File: src/rtl/cpu_pkg.sv
// Shared CPU front-end definitions: default widths, the NOP encoding and
// the fetch FSM state enumeration.
package cpu_pkg;

  localparam int unsigned XLEN_DEF      = 64;
  localparam logic [31:0] NOP_INSTR_DEF = 32'h0000_0013;

  typedef enum logic [1:0] {
    IDLE  = 2'd0,
    WAIT  = 2'd1,
    DROP  = 2'd2,
    FAULT = 2'd3
  } if_state_e;

  // Instructions are 32-bit; anything not word aligned is a fetch fault.
  function automatic logic addr_misaligned(input logic [1:0] lsb);
    return lsb != 2'b00;
  endfunction

endpackage

File: src/rtl/ifetch_stage_if_id_reg.sv
// Fetch-to-decode output buffer: one entry, with load, clear and hold.
module if_id_reg
  import cpu_pkg::*;
#(
  parameter int unsigned XLEN      = XLEN_DEF,
  parameter logic [31:0] NOP_INSTR = NOP_INSTR_DEF
) (
  input  logic            clk,
  input  logic            reset,
  input  logic            load_i,
  input  logic            clear_i,
  input  logic [XLEN-1:0] pc_i,
  input  logic [31:0]     instr_i,
  input  logic            fault_i,
  output logic            id_valid_o,
  output logic [XLEN-1:0] id_pc_o,
  output logic [31:0]     id_instr_o,
  output logic            id_fault_o
);

  logic            valid_q;
  logic [XLEN-1:0] pc_q;
  logic [31:0]     instr_q;
  logic            fault_q;

  // Clear empties the entry back to a NOP; load captures a new entry;
  // otherwise the entry holds while decode is stalled.
  always_ff @(posedge clk) begin
    if (reset || clear_i) begin
      valid_q <= 1'b0;
      pc_q    <= '0;
      instr_q <= NOP_INSTR;
      fault_q <= 1'b0;
    end else if (load_i) begin
      valid_q <= 1'b1;
      pc_q    <= pc_i;
      instr_q <= instr_i;
      fault_q <= fault_i;
    end
  end

  assign id_valid_o = valid_q;
  assign id_pc_o    = pc_q;
  assign id_instr_o = instr_q;
  assign id_fault_o = fault_q;

endmodule

File: src/rtl/ifetch_stage.sv
// Instruction fetch stage: issues one outstanding memory request at a time,
// buffers the returned word for decode, and handles redirects and
// misaligned-PC faults.
//
// state | meaning
// IDLE  | ready to issue a request (or raise a fault) when the buffer is free
// WAIT  | request granted, waiting for the response
// DROP  | redirected while waiting; the stale response must be swallowed
// FAULT | misaligned PC reported to decode; parked until a redirect
module ifetch_stage
  import cpu_pkg::*;
#(
  parameter int unsigned XLEN      = XLEN_DEF,
  parameter logic [31:0] NOP_INSTR = NOP_INSTR_DEF
) (
  input  logic            clk,
  input  logic            reset,
  input  logic [XLEN-1:0] pc_addr,
  output logic            pc_en,
  input  logic            redirect,
  output logic            imem_req,
  output logic [XLEN-1:0] imem_addr,
  input  logic            imem_gnt,
  input  logic            imem_rvalid,
  input  logic [31:0]     imem_rdata,
  output logic            id_valid,
  input  logic            id_ready,
  output logic [XLEN-1:0] id_pc,
  output logic [31:0]     id_instr,
  output logic            id_fault
);

  if_state_e       state_q, state_d;
  logic [XLEN-1:0] req_pc_q, req_pc_d;

  logic buf_free;
  logic misaligned;
  logic req_c;
  logic pc_en_c;
  logic load;
  logic load_fault;
  logic clear;

  assign buf_free   = !id_valid || id_ready;
  assign misaligned = addr_misaligned(pc_addr[1:0]);

  // Next-state and control decode; redirect overrides every state.
  always_comb begin
    state_d    = state_q;
    req_pc_d   = req_pc_q;
    req_c      = 1'b0;
    pc_en_c    = 1'b0;
    load       = 1'b0;
    load_fault = 1'b0;
    clear      = 1'b0;

    case (state_q)
      IDLE: begin
        if (!redirect && buf_free) begin
          if (!misaligned) begin
            req_c = 1'b1;
            if (imem_gnt) begin
              req_pc_d = pc_addr;
              state_d  = WAIT;
            end
          end else begin
            load       = 1'b1;
            load_fault = 1'b1;
            state_d    = FAULT;
          end
        end
      end
      WAIT: begin
        if (imem_rvalid) begin
          state_d = IDLE;
          if (!redirect) begin
            load    = 1'b1;
            pc_en_c = 1'b1;
          end
        end else if (redirect) begin
          state_d = DROP;
        end
      end
      DROP: begin
        if (imem_rvalid) state_d = IDLE;
      end
      FAULT: begin
        if (redirect) state_d = IDLE;
      end
      default: state_d = IDLE;
    endcase

    if (redirect) begin
      pc_en_c = 1'b1;
      req_c   = 1'b0;
      clear   = 1'b1;
    end
    if (id_valid && id_ready && !load) clear = 1'b1;
  end

  // State and captured request address; reset abandons any outstanding request.
  always_ff @(posedge clk) begin
    if (reset) begin
      state_q  <= IDLE;
      req_pc_q <= '0;
    end else begin
      state_q  <= state_d;
      req_pc_q <= req_pc_d;
    end
  end

  assign imem_req  = req_c && !reset;
  assign pc_en     = pc_en_c && !reset;
  assign imem_addr = pc_addr;

  if_id_reg #(
    .XLEN      (XLEN),
    .NOP_INSTR (NOP_INSTR)
  ) u_if_id_reg (
    .clk        (clk),
    .reset      (reset),
    .load_i     (load),
    .clear_i    (clear),
    .pc_i       (load_fault ? pc_addr : req_pc_q),
    .instr_i    (load_fault ? NOP_INSTR : imem_rdata),
    .fault_i    (load_fault),
    .id_valid_o (id_valid),
    .id_pc_o    (id_pc),
    .id_instr_o (id_instr),
    .id_fault_o (id_fault)
  );

endmodule

File: config.mk
export PLATFORM = sky130hd
export DESIGN_NAME = ifetch_stage
export DESIGN_NICKNAME = d
export VERILOG_FILES = /design/src/rtl/cpu_pkg.sv /design/src/rtl/ifetch_stage_if_id_reg.sv /design/src/rtl/ifetch_stage.sv
export SDC_FILE = /design/constraint.sdc
export NUM_CORES = 1
export LEC_CHECK = 0
export CORE_UTILIZATION = 44
export CTS_BUF_LIST = sky130_fd_sc_hd__clkbuf_8 sky130_fd_sc_hd__clkbuf_16
export DETAILED_ROUTE_END_ITERATION = 10
export PLACE_DENSITY = 0.78
export SLEW_MARGIN = 20
export SYNTH_ARGS = -nofsm -noshare
export SYNTH_HDL_FRONTEND = slang
export SYNTH_SLANG_ARGS = --single-unit
export TNS_END_PERCENT = 20
File: constraint.sdc
create_clock -name clk -period 2.32 [get_ports clk]
set_input_delay 0.464 -clock clk [delete_from_list [all_inputs] [get_ports clk]]
set_output_delay 0.464 -clock clk [all_outputs]
set_load 0.01 [all_outputs]
==> implementation parameters, run 1 <==
Parameter                              Value

Global routing
  Busiest layer in global routing    met2
  Global routing met2 resource utilization    38.6%
  GR Util met1    between 20% and 30%
  Maximum number of pins on one net before global-route repair    77
  Initial antenna violation count    0
  Number of global-route vias before repair    5859
  Global router's overall resource usage    between 20% and 30%
  Met3 usage in global routing    7.24%
  Sum of overflow across all layers after global routing    0
  First-pass GRT wire length    29.0 mm

STA
  Count of pins over their slew limit    0
  Slew at the pin with the worst max-slew slack    0.396 ns
  Final critical delay including setup and external delays    roughly 2.2 ns
  Upper clock frequency limit    450 MHz
  Slew headroom    approximately three quarters
  Share of the clock period used by the worst path after layout    a little over nine tenths
  Unrepaired setup endpoints after global routing    no
  Worst clock skew on the final layout    0.0122 ns
  Number of setup violations in the final report    0
  Final Hold Fails    0

Setup path
  Critical path's largest stage delay    0.41 ns
  Required time reported for the critical path endpoint    1.86 ns
  Data arrival time of the critical path    1.76 ns
  Critical path start-end classification    flip-flop to primary output
  Reg2reg path depth    5
  Master of the slowest instance on the critical path    or3_4
  Kind of launch point of the worst setup path    flip-flop
  Endpoint class of the critical path    primary output
  Cell chain of the critical path    or2_0, or3_4, nor3_2, clkbuf_2
  Maximum fanout along the worst path    2

Synth
  Top flip-flop cell by instance count after synthesis    dfxtp_1
  Number of flip-flops and latches in the synthesized netlist    approximately 160
  Area share of xor/xnor cells in the synthesized design    0%
  Area fraction in and, or, nand and nor cells after synthesis    24.1%
  Area fraction in compound gates after synthesis    16.9%
  Gate Count Post-Synth    just under 900
  Fraction of synthesized area in multiplexers    0.144%
  EDFF count, synth    0
  Synthesized area per cell    7.93 sq um
  Unique masters post-synth    32
  Register area share after synthesis    47.3%
  Dominant combinational cell family by area after synthesis    simple AND/OR/NAND/NOR gates
  Synth Area in Adders    0%
  Share of flip-flops with an asynchronous set or reset after synthesis    0%
  Synthesis Warnings    0
  Post-Synthesis Cell Area    around 7000 sq um
  Post-Synthesis Net Count    978

Hold path
  Hold depth    2
  Type of the worst min-delay path    input pin to flip-flop

Cells and area
  Sequential Area    3280 sq um
  NumNets Final    1162
  Final Core Density    about two thirds
  Layout filler cell count    1341
  Share of cells above drive strength 1    6.62%
  P&R area growth vs syn    45.2%
  Count of antenna diodes in the layout    0
  Multi-input logic area    2920 sq um

Place
  Number of port buffers    265
  Detailed-placement wirelength estimate    12.4 mm
  Last weighted congestion value of the routability-driven placer    0.806

Clock tree
  Clock sink total    164
  Clock tree from TritonCTS    yes
  Gates resized, CTS repair    5
  Clk Latency, worst-skew pair    0.43 ns
  Clock transition time at the flip-flop clock pins of the worst setup and hold paths    0.06 ns
  Clock buffer depth    2
  CTS H-tree depth    4
  Root Buffer    clkbuf_16
  Buffer count from post-CTS setup fixing    0
  Total clock buffers created by CTS    17
  Total of hold buffers inserted after clock tree synthesis    0

Detailed routing
  Remaining number of nets flagged by the antenna check after routing    0
  Avg Vias per Cell    5.03
  Wire length reported by the detailed router    18.8 mm
  Detail-routed net length per standard cell    14.6 um
  Number of DRC violations after detailed routing    0
  DRC violation total after the first TritonRoute iteration    437
  Routed via count    roughly 6500
  Detailed Routing Iterations Pass 1    6

Floorplanning
  I/O Pins    between 200 and 300
  Area of the die    around 16000 sq um
  Initial core utilization    45.3%
  Floorplan Core Area    15300 sq um
  DIE WIDTH    128 um
  Die height    about 130 um
  Count of standard-cell rows    45

Pwr
  Leakage power summed over all cells    between 4 and 5 nW
  Worst IR drop on VDD    about 0.00046 V
  Pwr Density    672 nW/um^2
  Overall power consumption    0.00677 W

Flow run
  Number of maximum-capacitance violations    0

Outcome
  Result of the run    finished, final reports clean
cell type report:
type                            instances  share of cell area, %
Inverter                                4                  0.149
Clock buffer                           19                   4.49
Sequential cell                       164                   32.6
Multi-Input combinational cell        576                   28.9
Timing Repair Buffer                  297                   29.8
Tap cell                              211                   2.62
Clock inverter                         12                   1.39
registers in the layout, summed over array words and instances, names as in the netlist:
name / flops
u_if_id_reg.id_valid_o: 1
req_pc_q: 64
u_if_id_reg.id_instr_o: 32
state_q: 2
u_if_id_reg.id_pc_o: 64
u_if_id_reg.id_fault_o: 1
routing by layer:
metal | vias up | share of wire, % | wire length (um)
li1 | 3214 | - | -
met1 | 3008 | 42 | 7980
met2 | 210 | 49 | 9180
met3 | 19 | 7.2 | 1360
met4 | 0 | 1.4 | 268
met5 | - | 0 | 0
critical path: cells and delay by family, from the launching register on:
| kind | cells | cell delay (ns) |
|---|---|---|
| buffers and inverters | 1 | 0.17 |
| DFF | 1 | 0.30 |
| and+or+nand+nor | 3 | 0.87 |
power breakdown:
group	internal, W	switching [W]
combinational	0.000527	0.000467
sequential	0.00290	0.0000405
clock	0.00173	0.00111
cell families after synthesis:
| kind of cell | after synthesis |
|---|---|
| DFF | 164 |
| muxes | 1 |
| buffers and inverters | 136 |
| and+or+nand+nor | 409 |
| AOI/OAI and AO/OA | 166 |
per-stage QoR:
stage / setup TNS, ns / hold WS [ns] / instances / setup slack [ns] / cell area, sq um
final: 0 / 0.304 / 1283 / 0.0969 / 10100
after global routing: 0 / 0.302 / 1283 / 0.0342 / 10100
after CTS: 0 / 0.305 / 1283 / 0.00975 / 10100
after detailed placement: -0.353 / 0.447 / 1252 / -0.338 / 9480
after global placement: -0.333 / 0.440 / 1252 / -0.322 / 9480
after floorplan: 0 / 0.437 / 876 / 0.499 / 6940
cell usage in the layout (no fill, tap or decap), drive strengths merged, types with 2 or more instances in the layout:
cell type      count
nand2            314
clkdlybuf4s50    262
dfxtp            164
a21oi             92
nand3             64
o211a             62
buf               33
clkbuf            20
nor2              13
inv                9
o21bai             4
bufinv             3
or2                3
nor3               3
clkinv             3
nor2b              2
a31oi              2
nor3b              2
a211oi             2
o311a              2
path summary, 6_finish.rpt:
kind                                                               from                                 endpoint  slack [ns]
worst max-delay path                            state_q[1]$_SDFFE_PP0P_                                 imem_req         0.1
worst min-delay path                                              reset                req_pc_q[35]$_SDFFE_PP0P_        0.30
worst max register to register      u_if_id_reg.id_valid_o$_SDFFE_PP0P_     u_if_id_reg.id_pc_o[11]$_SDFFE_PP0P_        0.56
worst min register to register  u_if_id_reg.id_instr_o[15]$_SDFFE_PP0P_  u_if_id_reg.id_instr_o[15]$_SDFFE_PP0P_        0.45
synthesized netlist by cell type, types with 3 or more instances:
cell type  instances  area [sq um]
nand2_1          314          1180
dfxtp_1          164          3280
a21oi_1           92           460
buf_4             64           480
nand3_1           64           320
o211a_1           62           621
clkbuf_1          43           161
nor2_1            13          48.8
buf_2             12          60.1
buf_1              8          30.0
buf_6              5          56.3
inv_1              4          15.0
o21bai_1           4          30.0
nor3_1             3          15.0
(Power assumes the default switching activity.)
==> run 2: changes to the inputs <==
- ABC_CLOCK_PERIOD_IN_PS: unset -> 2320
==> results of run 2 <==
The final DEF is identical to that of run 1; final timing and power are the same.
==> run 3: changes to the inputs <==
- CORE_ASPECT_RATIO: unset -> 1.25
==> implementation parameters, run 3 (same netlist as run 1, synthesis figures left out) <==
Parameter                              Value

Outcome
  Result of the run    finished, final reports clean

Cells and area
  NumNets Final    between 1000 and 1500
  P&R area growth vs syn    44.4%
  Leading cell type in the layout, fill and taps excluded    nand2_1
  Final Core Density    64.7%
  Most frequent cells in the layout    nand2_1 (314), clkdlybuf4s50_1 (261), dfxtp_1 (164)
  Share of cells above drive strength 1    6.74%
  Count of antenna diodes in the layout    0

Clock tree
  Clock sink total    164
  Root Buffer    clkbuf_16
  Clock buffer depth    2
  Clock transition time at the flip-flop clock pins of the worst setup and hold paths    approximately 0.060 ns
  Clk Latency, worst-skew pair    between 0.4 and 0.5 ns
  Total clock buffers created by CTS    17
  Buffer count from post-CTS setup fixing    0
  CTS H-tree depth    4
  Total of hold buffers inserted after clock tree synthesis    0
  Clock tree from TritonCTS    yes

Floorplanning
  I/O Pins    266
  Area of the die    16300 sq um
  DIE WIDTH    114 um
  Floorplan Core Area    15500 sq um
  Initial core utilization    approximately 45%
  Count of standard-cell rows    51
  Die height    142 um

STA
  Number of setup violations in the final report    0
  Slew at the pin with the worst max-slew slack    0.424 ns
  Share of the clock period used by the worst path after layout    around 95%
  Final critical delay including setup and external delays    2.21 ns
  Unrepaired setup endpoints after global routing    no
  Upper clock frequency limit    452 MHz
  Slew headroom    between 70% and 80%
  Worst clock skew on the final layout    0.00737 ns
  Slack of the critical path    around 0.11 ns
  Final Hold Fails    0
  Final hold slack    0.298 ns
  Count of pins over their slew limit    0

Detailed routing
  Remaining number of nets flagged by the antenna check after routing    0
  Avg Vias per Cell    between 4 and 5
  Detailed Routing Iterations Pass 1    4
  Routed via count    between 6000 and 7000
  Detail-routed net length per standard cell    14.5 um
  Number of DRC violations after detailed routing    0
  Wire length reported by the detailed router    ~19 mm
  DRC violation total after the first TritonRoute iteration    between 300 and 400

Pwr
  Combinational Power Share    14.9%
  Worst IR drop on VDD    0.000506 V
  Leakage power summed over all cells    4.16 nW
  Relative contribution of the clock network to total power    40.9%
  Switching power as a share of total power    25.9%
  Pwr Density    663 nW/um^2
  Flop pwr share    between 40% and 50%
  Internal power    0.00493 W
  P_sw    0.00172 W

Setup path
  Kind of launch point of the worst setup path    flip-flop
  Sum of buffers and inverters on the critical path    1
  Maximum fanout along the worst path    2
  Critical path start-end classification    flip-flop to primary output
  Endpoint class of the critical path    primary output
  Family of cells with the greatest summed delay on the critical path    simple AND/OR/NAND/NOR gates
  Data arrival time of the critical path    1.75 ns
  Master of the slowest instance on the critical path    or3_4
  Required time reported for the critical path endpoint    approximately 1.9 ns
  Cell chain of the critical path    or2_0, or3_4, nor3_2, buf_2
  Critical path's largest stage delay    around 0.4 ns

Global routing
  Initial antenna violation count    1
  First-pass GRT wire length    29.1 mm
  Maximum number of pins on one net before global-route repair    52
  Number of global-route vias before repair    5770
  Global router's overall resource usage    22.7%
  Sum of overflow across all layers after global routing    0

Place
  Number of port buffers    265
  Last weighted congestion value of the routability-driven placer    0.782
  Detailed-placement wirelength estimate    12.1 mm
  Post-Place Worst Slack    -0.328 ns

Hold path
  Type of the worst min-delay path    input pin to flip-flop

Flow run
  Number of maximum-capacitance violations    0
==> run 3: changes by cell type in the layout (fill, tap and decap cells not counted), moves of 2 or more <==
cell / before / now
inv_1: 8 / 4
clkinv_4: 1 / 4
clkinvlp_4: 1 / 4
buf_4: 22 / 18
clkbuf_8: 2 / 0
bufinv_16: 3 / 1
inv_6: 1 / 4
==> run 3: final cells by class <==
type,instances,area [sq um]
Clock buffer,17,425
Clock inverter,15,146
Fill cell,1371,5480
Inverter,4,15.0
Multi-Input combinational cell,576,2920
Sequential cell,164,3280
Tap cell,212,265
Timing Repair Buffer,293,2980
==> run 3: power groups by stage <==
stage / logic [W] / registers (W) / clock network, W
2_1_floorplan: 0.000468 / 0.00303 / 0
3_3_place_gp: 0.000984 / 0.00300 / 0
3_5_place_dp: 0.000993 / 0.00300 / 0
4_1_cts: 0.000997 / 0.00294 / 0.00278
5_1_grt: 0.00107 / 0.00295 / 0.00288
6_report: 0.000992 / 0.00294 / 0.00272
==> run 3: through the flow <==
| step | instance area [sq um] | instances | TNS (ns) | power, W |
|---|---|---|---|---|
| 3_5_place_dp | 9450 | 1249 | -1.77 | 0.00400 |
| 3_3_place_gp | 9450 | 1249 | -0.669 | 0.00398 |
| 6_report | 10000 | 1281 | 0 | 0.00665 |
| 5_1_grt | 10000 | 1281 | 0 | 0.00690 |
| 2_1_floorplan | 6940 | 876 | 0 | 0.00350 |
| 4_1_cts | 10000 | 1281 | 0 | 0.00671 |
==> run 3: worst paths after layout <==
check	startpoint	to	slack [ns]	depth (start not counted)
min reg2reg	req_pc_q[31]$_SDFFE_PP0P_	req_pc_q[31]$_SDFFE_PP0P_	0.45	2
min	reset	state_q[0]$_SDFFE_PP0P_	0.30	2
max	state_q[1]$_SDFFE_PP0P_	imem_req	0.11	4
max reg2reg	u_if_id_reg.id_valid_o$_SDFFE_PP0P_	u_if_id_reg.id_pc_o[25]$_SDFFE_PP0P_	0.59	5
==> run 3: routing by layer <==
metal	up-vias	GRT usage, %	wire length, um
li1	3226	-	-
met1	2927	26.9	7760
met2	201	39.0	9270
met3	21	5.83	1170
met4	2	8.95	378
met5	-	0	13
==> run 3: what timing repair did <==
item / 4_1_cts / 5_1_grt
setup endpoints to repair: 2 / 1
resized for setup: 7 / 2
pin swaps: 0 / 0
